## config.mk

```make
export PLATFORM = sky130hd
export DESIGN_NAME = addac_serial
export DESIGN_NICKNAME = d
export VERILOG_FILES = /design/src/rtl/addac_pkg.sv /design/src/rtl/addac_serial_adder_slice.sv /design/src/rtl/addac_serial.sv
export SDC_FILE = /design/constraint.sdc
export NUM_CORES = 1
export LEC_CHECK = 0
export ABC_AREA = 1
export BUFFER_PORTS_ARGS = -buffer_cell sky130_fd_sc_hd__buf_4
export CORE_MARGIN = 4
export CORE_UTILIZATION = 30
export CTS_CLUSTER_DIAMETER = 80
export CTS_CLUSTER_SIZE = 40
export DETAILED_ROUTE_END_ITERATION = 10
export MAX_ROUTING_LAYER = met4
export PLACE_DENSITY_LB_ADDON = 0.08
export SLEW_MARGIN = 20
export SYNTH_ARGS = -nofsm -noshare
export SYNTH_HDL_FRONTEND = slang
export SYNTH_SLANG_ARGS = --single-unit
```

## constraint.sdc

```tcl
create_clock -name clk -period 4.6 [get_ports clk]
set_input_delay 0.23 -clock clk [delete_from_list [all_inputs] [get_ports clk]]
set_output_delay 0.23 -clock clk [all_outputs]
set_load 0.05 [all_outputs]
```

## src/rtl/addac_pkg.sv

```systemverilog
// Shared types and helpers for the slice-serial add/accumulate unit.
package addac_pkg;

    typedef enum logic [1:0] {IDLE, RUN, DONE} state_t;

    typedef struct packed {
        logic inv;
        logic acc_en;
        logic cin;
    } op_cfg_t;

    localparam int MAX_W = 64;

    function automatic int slice_count(input int width, input int slice_w);
        return width / slice_w;
    endfunction

    // Most-negative (neg=1) or most-positive (neg=0) signed value of the given width.
    function automatic logic [MAX_W-1:0] sat_limit(input int width, input logic neg);
        logic [MAX_W-1:0] msb;
        msb = MAX_W'(1) << (width - 1);
        return neg ? msb : (msb - MAX_W'(1));
    endfunction

endpackage

```

## src/rtl/addac_serial_adder_slice.sv

```systemverilog
// SLICE_W-bit combinational ripple adder, reused once per slice by the top.
module adder_slice #(
    parameter int W = 4
) (
    input  logic [W-1:0] i_a,
    input  logic [W-1:0] i_b,
    input  logic         i_cin,
    output logic [W-1:0] o_sum,
    output logic         o_cout
);

    assign {o_cout, o_sum} = {1'b0, i_a} + {1'b0, i_b} + {{W{1'b0}}, i_cin};

endmodule

```

## src/rtl/addac_serial.sv

```systemverilog
// Slice-serial invert/add/accumulate unit: WIDTH-bit operands processed SLICE_W bits
// per clock, LSB first, with a registered carry and optional signed saturation.
module addac_serial
    import addac_pkg::*;
#(
    parameter int WIDTH   = 16,
    parameter int SLICE_W = 4,
    parameter bit SAT     = 1'b0
) (
    input  logic             clk,
    input  logic             rst,
    input  logic             start,
    input  logic [WIDTH-1:0] a,
    input  logic             inv,
    input  logic             acc_en,
    input  logic             cin,
    input  logic             clr,
    output logic             busy,
    output logic             done,
    output logic [WIDTH-1:0] s,
    output logic             cout,
    output logic             ovf
);

    localparam int NSLICE = slice_count(WIDTH, SLICE_W);
    localparam int IDX_W  = (NSLICE > 1) ? $clog2(NSLICE) : 1;
    localparam logic [IDX_W-1:0] LAST_IDX = IDX_W'(NSLICE - 1);
    localparam logic [WIDTH-1:0] SAT_POS  = WIDTH'(sat_limit(WIDTH, 1'b0));
    localparam logic [WIDTH-1:0] SAT_NEG  = WIDTH'(sat_limit(WIDTH, 1'b1));

    state_t             r_state, w_next;
    logic [WIDTH-1:0]   r_a, r_shadow, r_s;
    logic               r_inv, r_acc_en, r_carry, r_cout, r_ovf, r_busy, r_done;
    logic [IDX_W-1:0]   r_idx;

    op_cfg_t            w_cfg;
    logic               w_accept, w_last, w_cout, w_ovf;
    logic [WIDTH-1:0]   w_op, w_res, w_final;
    logic [SLICE_W-1:0] w_op_sl, w_acc_sl, w_sum;

    assign w_cfg    = '{inv: inv, acc_en: acc_en, cin: cin};
    assign w_op     = r_inv ? ~r_a : r_a;
    assign w_last   = (r_state == RUN) && (r_idx == LAST_IDX);
    assign w_accept = !clr && start && (r_state == IDLE || r_state == DONE);

    // s is frozen during RUN, so it doubles as the pre-operation accumulator snapshot.
    assign w_op_sl  = w_op[int'(r_idx)*SLICE_W +: SLICE_W];
    assign w_acc_sl = r_acc_en ? r_s[int'(r_idx)*SLICE_W +: SLICE_W] : '0;

    adder_slice #(.W(SLICE_W)) u_slice (
        .i_a    (w_op_sl),
        .i_b    (w_acc_sl),
        .i_cin  (r_carry),
        .o_sum  (w_sum),
        .o_cout (w_cout)
    );

    always_comb begin
        w_res = r_shadow;
        w_res[int'(r_idx)*SLICE_W +: SLICE_W] = w_sum;
    end

    assign w_ovf   = r_acc_en && (w_op[WIDTH-1] == r_s[WIDTH-1]) && (w_res[WIDTH-1] != w_op[WIDTH-1]);
    assign w_final = (SAT && w_ovf) ? (w_op[WIDTH-1] ? SAT_NEG : SAT_POS) : w_res;

    always_comb begin
        w_next = r_state;
        if (clr) begin
            w_next = IDLE;
        end else begin
            case (r_state)
                IDLE:    if (start) w_next = RUN;
                RUN:     if (r_idx == LAST_IDX) w_next = DONE;
                DONE:    w_next = start ? RUN : IDLE;
                default: w_next = IDLE;
            endcase
        end
    end

    always_ff @(posedge clk) begin
        if (rst) begin
            r_state  <= IDLE;
            r_a      <= '0;
            r_inv    <= 1'b0;
            r_acc_en <= 1'b0;
            r_idx    <= '0;
            r_carry  <= 1'b0;
            r_shadow <= '0;
            r_s      <= '0;
            r_cout   <= 1'b0;
            r_ovf    <= 1'b0;
            r_busy   <= 1'b0;
            r_done   <= 1'b0;
        end else begin
            r_state <= w_next;
            r_busy  <= (w_next == RUN);
            r_done  <= (w_next == DONE);
            if (clr) begin
                r_s     <= '0;
                r_cout  <= 1'b0;
                r_ovf   <= 1'b0;
                r_idx   <= '0;
                r_carry <= 1'b0;
            end else if (w_accept) begin
                r_a      <= a;
                r_inv    <= w_cfg.inv;
                r_acc_en <= w_cfg.acc_en;
                r_carry  <= w_cfg.acc_en & w_cfg.cin;
                r_idx    <= '0;
                r_shadow <= '0;
            end else if (r_state == RUN) begin
                r_shadow <= w_res;
                r_carry  <= w_cout;
                r_idx    <= r_idx + IDX_W'(1);
                if (w_last) begin
                    r_s    <= w_final;
                    r_cout <= r_acc_en & w_cout;
                    r_ovf  <= w_ovf;
                    r_idx  <= '0;
                end
            end
        end
    end

    assign busy = r_busy;
    assign done = r_done;
    assign s    = r_s;
    assign cout = r_cout;
    assign ovf  = r_ovf;

endmodule

```

==> flow_metrics.tcl <==
set metrics [dict create \
    final_util_pct 37.1 \
    dp_hpwl_um 5820 \
    port_buffers 42 \
    syn_avg_cell_area_um2 7.16 \
    critPathMaxStageDelay_ps 900 \
    power_leakage_uw 0.00147 \
    syn-cell-area_mm2 0.00299 \
    drv_slew 0 \
    ctsResizeCount 0 \
    ant_nets 0 \
    vias_per_cell 4.60 \
    rows 36 \
    cts.htree.levels 3 \
    syn_nets 452 \
    timing_hold_violations_final 0 \
    min_path_cells 3 \
    clock_path_buffers 2 \
    outcome "finished, final reports clean" \
    crit_arrival_ps 3820 \
    slew_headroom_pct 40.3 \
    yosys.area_share.simple_pct 17.1 \
    endpoint_kind "register" \
    cts_buffers 9 \
    ys.warnings.count 0 \
    finalPower_uw 1260 \
    synthAdderAreaFrac_pct 5.10 \
    start_kind "register" \
    num-fill-cells 1080 \
    ys_async_sr_fraction_pct 0 \
    path_clk_slew_ps 70 \
    synth_cell_types 31 \
    gp_congestion 0.859 \
    ios 43 \
    fin_nets 484 \
    fin_tns_setup_ps 0 \
    crit_buf_inv 1 \
    wl_per_cell_um 13.7 \
    internal_power_uw 973 \
    critPathRequiredTime_ps 4870 \
    finalSetupViolCount 0 \
    drc_errors 0 \
    stdcell_count 588 \
    dieHeight_um 108 \
    fin_crit_sh_pct 77.1 \
    ys_top_cells_by_count "88 x nand2_1, 62 x a21oi_1, 62 x inv_1, 59 x dfxtp_1, 45 x o21ai_0" \
    p_sw_share_pct 22.7 \
    power.switching_uw 286 \
    synthMuxAreaShare_pct 0 \
    placed_cells 572 \
    syn_to_final_growth_pct 20.6 \
    dieArea_mm2 0.0116 \
    grt_pass1_wl_um 13400 \
    worst-r2r-cell-count 12 \
    synth_cells 418 \
    layout-drive-gt1-share_pct 16.9 \
    power_density_mw_per_mm2 348 \
    ir_drop_uv 170 \
    overflow 0 \
    drv_cap 0 \
    pwr-share-comb_pct 8.0 \
    clk_latency_ps 340 \
    rsz0062_at_grt "false" \
    yosys.area.top_type "dfxtp_1" \
    worstPathCellList "inv_2 -> o21ai_0 -> nand2_1 -> xor2_1 -> fa_1 -> fa_1 -> xor2_1 -> nor2_1 -> nand2_1 -> o21ai_0 -> nand2_1 -> a21oi_1" \
    hold_path.class "in -> reg" \
    synth_top_area_share_pct 39.4 \
    clkSinkCount 59 \
    r2r_slack_ps 1050 \
    synth_edf_count 0 \
    synth_top_family_by_area "compound AO/OA/AOI/OAI gates" \
    initial_utilization_pct 30.8 \
    cts_tree "yes" \
    skew_ps 11.0 \
    track_usage_pct 15.4 \
    critPathTopFamily "flip-flops" \
    dp_slack_ps 1100 \
    yosysSeqAreaShare_pct 39.4 \
    antenna_found_initial 0 \
    chipWidth_um 108 \
    drt-initial-drc-count 115 \
    synth_xor_xnor_area_share_pct 2.05 \
    diodes 0 \
    vias 2707 \
    seqPwrFrac_pct 42.0 \
    drt_first_pass_iters 5 \
    fin_ws_ps 1050 \
    critPathMaxFanout 28 \
    grt_max_degree 38 \
    ys_top_cells_by_area "dfxtp_1 39%, nand2_1 11%, a21oi_1 10%" \
    cp_slowest_cell "dfxtp_1" \
    synth.most_common_cell "nand2_1" \
    max_freq_ghz 0.282 \
    cp.depth 12 \
    synthFlopType "dfxtp_1" \
    grt_pass1_vias 2608 \
    synth_compound_area_share_pct 23.2 \
    routed_wl_um 8040 \
    hold_buffers 0 \
    post_cts_buffers 0 \
    fin_crit_ps 3550 \
    worst_slew_pin_slew_ps 895 \
    cp_common_cell "nand2_1" \
    path_class "reg -> reg" \
    root_buffer "clkbuf_8" \
    clkPwrFrac_pct 50.0 \
    yosys_register_bits 59 \
    design.core.area_mm2 0.00973 \
]
[layout by cell type (no fill, tap or decap)]
cell type and instances:
o21ai_0 45, nor2_1 19, nor2_4 2, inv_1 62, inv_4 1, dfxtp_1 59, nand3b_1 1, or2_1 1
o22ai_1 4, fa_1 2, xnor2_1 1, o21ai_2 2, nand3_1 7, clkinvlp_4 2, nor3_1 1, a21boi_0 1
nand2_1 88, nand3_2 1, inv_2 6, a21oi_1 62, ha_1 9, nor2_2 1, nand2_2 2, xor2_1 6
a21oi_2 2, clkinv_2 1, a211oi_1 9, a211oi_2 2, clkbuf_8 9, nand4_1 1, buf_4 42, bufinv_16 4
[registers in the layout (all words and copies together) (netlist names)]
name,count
s,16
r_idx,2
busy,1
r_inv,1
done,1
ovf,1
r_a,16
r_state,2
r_acc_en,1
cout,1
r_shadow,16
r_carry,1
[logic make-up after synthesis]
family                   Yosys count
AO/OA/AOI/OAI                    127
XOR/XNOR                           7
adder cells (fa/ha/maj)           11
buffers and inverters             90
flip-flops                        59
AND/OR/NAND/NOR                  124
[final timing paths]
kind	endpoint	startpoint
worst min-delay path	r_a[1]	a[1]
worst max register to register	r_shadow[14]	r_idx[0]
worst max-delay path	r_shadow[14]	r_idx[0]
worst min register to register	r_shadow[13]	r_shadow[13]
[layout make-up]
type | count | area, µm² | area share (%)
clock inverters | 7 | 140 | 3.88
clock buffers | 9 | 124 | 3.43
well taps | 133 | 166 | 4.61
flip-flops and latches | 59 | 1180 | 32.7
inverters | 69 | 262 | 7.24
multi-input cells | 269 | 1420 | 39.4
repair buffers | 42 | 315 | 8.73
[per-stage QoR]
stage / area [µm²] / hold WS, ps
floorplan: 2990 / 374
global placement: 3350 / 448
detailed placement: 3350 / 452
CTS: 3610 / 116
global route: 3610 / 126
finish: 3610 / 135
[power by group through the flow]
stage	combinational, µW	sequential [µW]	clock, µW
6_report	100	529	629
3_3_place_gp	101	541	0
3_5_place_dp	101	541	0
5_1_grt	113	530	669
2_1_floorplan	72.0	539	0
4_1_cts	102	529	649
[metal layers]
| metal | vias up | global-route usage [%] | wire length [µm] |
|---|---|---|---|
| met5 | - | - | 0 |
| met4 | 0 | 4.24 | 57 |
| met3 | 5 | 4.38 | 351 |
| met2 | 55 | 23.0 | 3720 |
| met1 | 1242 | 20.5 | 3920 |
| li1 | 1405 | - | - |
[worst reg2reg max path, cell delays in order, from the launching register on]
cell and delay (ps):
dfxtp_1 900, inv_2 320, o21ai_0 280, nand2_1 90, xor2_1 160, fa_1 430
fa_1 420, xor2_1 180, nor2_1 150, nand2_1 80, o21ai_0 260, nand2_1 80
a21oi_1 130
Note: power is estimated with default switching activity, not from simulation.
